[config.mk]
export PLATFORM = sky130hd
export DESIGN_NAME = onehot_decoder_stream
export DESIGN_NICKNAME = d
export VERILOG_FILES = /design/src/rtl/onehot_decoder_stream.sv
export SDC_FILE = /design/constraint.sdc
export NUM_CORES = 1
export LEC_CHECK = 0
export CORE_AREA = 2 2 39 41
export CTS_CLUSTER_DIAMETER = 80
export DETAILED_ROUTE_END_ITERATION = 10
export DIE_AREA = 0 0 41 43
export PLACE_DENSITY = 0.51
export SLEW_MARGIN = 20
export SYNTH_ARGS = -nofsm -noshare
export SYNTH_HDL_FRONTEND = slang
export SYNTH_SLANG_ARGS = --single-unit
export TNS_END_PERCENT = 30
[constraint.sdc]
create_clock -name clk -period 1.2 [get_ports clk]
set_input_delay 0.36 -clock clk [delete_from_list [all_inputs] [get_ports clk]]
set_output_delay 0.36 -clock clk [all_outputs]
set_load 0.02 [all_outputs]
[src/rtl/onehot_decoder_stream.sv]
// Registered binary-to-one-hot decoder with valid/ready on both sides; 1-cycle latency, in_ready = en & out_ready while holding.
// Optional sweep mode (walks the hot bit up to the MSB) is compiled in with `define ONEHOT_DECODER_SWEEP_EN.
module onehot_decoder_stream #(
  parameter int SEL_W = 2
) (
  input  logic                   clk,
  input  logic                   rst,
  input  logic                   en,
  input  logic                   in_valid,
  output logic                   in_ready,
  input  logic [SEL_W-1:0]       sel,
  input  logic                   sweep,
  output logic                   out_valid,
  input  logic                   out_ready,
  output logic [(1<<SEL_W)-1:0]  dec_out,
  output logic                   out_last,
  output logic                   busy
);

  localparam int OUT_W = 1 << SEL_W;

`ifdef ONEHOT_DECODER_SWEEP_EN
  typedef enum logic [1:0] {IDLE, HOLD, SWEEP} state_t;
`else
  typedef enum logic [1:0] {IDLE, HOLD} state_t;
  logic unused_sweep;
  assign unused_sweep = sweep;
`endif

  state_t           state_q, state_d;
  logic [OUT_W-1:0] dec_q, dec_d;
  logic [OUT_W-1:0] one_w;
  logic             in_acc, out_acc;

  assign one_w   = {{(OUT_W-1){1'b0}}, 1'b1};
  assign dec_out = dec_q;
  assign busy    = (state_q != IDLE);
  assign in_acc  = in_valid & in_ready;
  assign out_acc = out_valid & out_ready;

  always_comb begin
    out_valid = en & busy;
    in_ready  = 1'b0;
    case (state_q)
      IDLE:    in_ready = en;
      HOLD:    in_ready = en & out_ready;
      default: in_ready = 1'b0;
    endcase
`ifdef ONEHOT_DECODER_SWEEP_EN
    out_last = en & ((state_q == HOLD) | ((state_q == SWEEP) & dec_q[OUT_W-1]));
`else
    out_last = out_valid;
`endif
  end

  // en=0 masks both accepts, which is what freezes the state and sweep position.
  always_comb begin
    state_d = state_q;
    dec_d   = dec_q;
    if (out_acc) begin
      state_d = IDLE;
      dec_d   = '0;
`ifdef ONEHOT_DECODER_SWEEP_EN
      if (state_q == SWEEP && !dec_q[OUT_W-1]) begin
        state_d = SWEEP;
        dec_d   = dec_q << 1;
      end
`endif
    end
    if (in_acc) begin
      dec_d = one_w << sel;
`ifdef ONEHOT_DECODER_SWEEP_EN
      state_d = sweep ? SWEEP : HOLD;
`else
      state_d = HOLD;
`endif
    end
  end

  always_ff @(posedge clk) begin
    if (rst) begin
      state_q <= IDLE;
      dec_q   <= '0;
    end else begin
      state_q <= state_d;
      dec_q   <= dec_d;
    end
  end

endmodule

==> results.py <==
metrics = {
    "grt": {
        "antenna_found_initial": 0,
        "grt_pass1_vias": 304,
        "grt_start_max_net_pins": 6,
        "grt_pass1_wl_um": 1214,
        "overflow": 0,
        "grt_usage_pct": 10.75,
    },
    "setup_path": {
        "reg2reg_slack_ns": -0.04,
        "timing.rr.start": "state_q[0]",
        "crit_arrival_ns": 1.08,
        "end_kind": "primary output",
        "startpoint_type": "flop",
        "critPathMaxStageDelay_ns": 0.33,
        "slowest_stage": "dfxtp_4",
        "critPathKind": "flop to primary output",
        "path_cells": "or2b_1 -> and2_4 -> buf_6",
        "r2r-end": "state_q[0]",
        "cp.required_ns": 0.84,
        "crit_fanout": 2,
        "reg2regPathDepth": 6,
    },
    "power": {
        "swShare_pct": 26.13,
        "power.internal_mw": 0.3619,
        "p_leak_nw": 0.2115,
        "p_comb_share_pct": 23.4,
        "ir_worst_vdd_uv": 442.5,
        "power_density_nw_per_um2": 1044,
        "p_seq_share_pct": 35.9,
        "clock_power_share_pct": 40.8,
        "p_switching_mw": 0.1280,
    },
    "run": {
        "drv_cap": 0,
    },
    "clock_tree": {
        "worstSkewPairLatency_ns": 0.24,
        "cts_made_buffers": 3,
        "clk_pin_slew_ns": 0.04,
        "cts_hold_buffers": 0,
        "htreeDepth": 1,
        "root_buffer": "clkbuf_4",
        "cts_tree": "yes",
        "clock_sinks": 5,
        "clockBufferDepth": 2,
    },
    "sta": {
        "whs_ns": 0.4726,
        "setup_ws_ns": -0.2368,
        "finalMaxSlewViolations": 0,
        "hold_viol_final": 0,
        "period_needed_ns": 1.437,
        "slew_headroom_pct": 89.63,
        "period_share_pct": 119.7,
        "fin_setup_tns_ns": -0.5834,
        "skew_ns": 0.0009495,
        "fmax_mhz": 696.0,
        "rsz0062_at_grt": "yes",
        "max_slew.worst_pin.slew_ns": 0.1542,
        "setup_viol": 9,
    },
    "route": {
        "dr.max_layer_used": "met4",
        "vias": 280,
        "drc_errors": 0,
        "ant_nets": 0,
        "finalWirelength_um": 774,
        "viasPerCell": 4.375,
        "drt_pass1_iterations": 2,
        "met1Wirelength_um": 309,
        "dr_wl_met3_um": 79,
        "routedWlPerCell_um": 12.09,
        "wl_met2_um": 368,
        "drtIter0Drc": 3,
    },
    "synth": {
        "yosys-top-cells-count": "dfxtp_1 (5), o2bb2ai_1 (4), nand4_1 (2), nor2_1 (2)",
        "yosys.area.top_type": "dfxtp_1",
        "syn_area_per_cell_um2": 10.39,
        "yosysSeqAreaShare_pct": 41.88,
        "netlist.area_leader.share_pct": 41.88,
        "synth.most_common_cell": "dfxtp_1",
        "synthTopCellsByArea": "dfxtp_1 (42%), o2bb2ai_1 (15%), a21oi_4 (6.8%)",
        "ys_warn_count": 0,
        "synth_area_um2": 239.0,
        "synth_top_family_by_area": "compound AO/OA/AOI/OAI gates",
        "post_synth_fa_ha_maj_area_fraction_pct": 0,
        "synth_simple_gate_area_share_pct": 19.90,
        "synth_edf_count": 0,
        "synth_xor_area_share_pct": 0,
        "syn-instance-count": 23,
        "synthArstFlopShare_pct": 0,
        "synth-seq-cells": 5,
        "synthMuxAreaShare_pct": 6.283,
        "synth_ff_type": "dfxtp_1",
        "synth_nets": 31,
        "synth_compound_area_share_pct": 27.23,
        "ys_types": 14,
    },
    "floorplan": {
        "coreArea_um2": 1384,
        "io_pins": 16,
        "dieArea_um2": 1763,
        "row_count": 14,
        "die_w_um": 41,
        "die_h_um": 43,
        "initial_core_util_pct": 17.27,
    },
    "placement": {
        "io_buffer_count": 14,
        "gp_congestion": 0.5667,
        "dpl_cell_area_um2": 442.9,
        "hpwl_um": 583.3,
    },
    "final_layout": {
        "fin_area_um2": 469.2,
        "area_delta_synth_final_pct": 96.34,
        "diodes": 0,
        "nets": 57,
        "layout-drive-gt1-share_pct": 50.00,
    },
    "status": {
        "violations": "setup timing",
        "status": "finished, violations left",
    },
    "worst_hold_path": {
        "worst_hold_path.num_cells": 1,
        "hold_path.class": "flop to flop",
        "worstHoldStart": "dec_out[2]",
        "holdPathEnd": "dec_out[2]",
    },
}
power groups by stage:
stage | clock [mW] | sequential (mW) | combinational (mW)
finish | 0.200 | 0.176 | 0.115
floorplan | 0 | 0.188 | 0.0376
CTS | 0.204 | 0.176 | 0.112
global route | 0.218 | 0.176 | 0.124
global placement | 0 | 0.178 | 0.112
detailed placement | 0 | 0.179 | 0.115
placed cells by master (no fill, tap or decap), types with 2 or more instances in the layout:
cell type	count
dlygate4sd2_1	2
buf_4	6
and2_4	2
buf_6	5
buf_2	5
o2bb2ai_1	4
clkbuf_4	3
clkdlybuf4s50_1	3
dfxtp_1	4
nand4_1	2
nor2_1	2
layout make-up:
class | count | area, µm²
fill | 152 | 914.6
inverter | 1 | 3.754
sequential | 5 | 103.9
tap | 16 | 20.02
timing repair buffer | 22 | 183.9
clock buffer | 4 | 26.28
multi-input combinational | 16 | 131.4
flip-flops by register name (all words and copies together) (netlist names):
signal and flops:
state_q 1, dec_out 4
critical path, delay by kind of cell, from the launching register on:
family,cells,cell delay (ns)
AND/OR/NAND/NOR,2,0.38
buffers and inverters,1,0.12
flip-flops,1,0.33
kinds of logic after synthesis:
| group | Yosys count |
|---|---|
| AND/OR/NAND/NOR | 8 |
| AO/OA/AOI/OAI | 7 |
| flip-flops | 5 |
| buffers and inverters | 2 |
| multiplexers | 1 |
layer usage:
layer,vias up,track usage [%]
met5,-,0
met4,0,8.000
met3,2,5.759
met2,17,15.63
met1,125,10.97
li1,136,-
per-stage QoR:
step                setup slack, ns  std cells  util [%]  power (mW)
finish                      -0.2368         64     33.91      0.4899
global route                -0.2664         64     33.91      0.5176
CTS                         -0.2319         63     33.27      0.4919
detailed placement          -0.8560         58     32.01      0.2932
global placement            -0.8480         58     32.01      0.2900
floorplan                   0.01097         23         -      0.2252
repair_timing:
action | CTS | global route
pin swaps | 3 | 6
setup endpoints to repair | 13 | 7
setup buffers | 1 | 1
resized for setup | 42 | 3
worst max path at each step:
| stage | start | endpoint | cells past startpoint |
|---|---|---|---|
| 5_1_grt | state_q[0] | in_ready | 3 |
| 2_1_floorplan | state_q[0] | in_ready | 2 |
| 4_1_cts | state_q[0] | in_ready | 3 |
| 3_3_place_gp | out_ready | in_ready | 4 |
| 6_report | state_q[0] | in_ready | 3 |
| 3_5_place_dp | out_ready | in_ready | 4 |
Power figures use the tool's default switching activity.
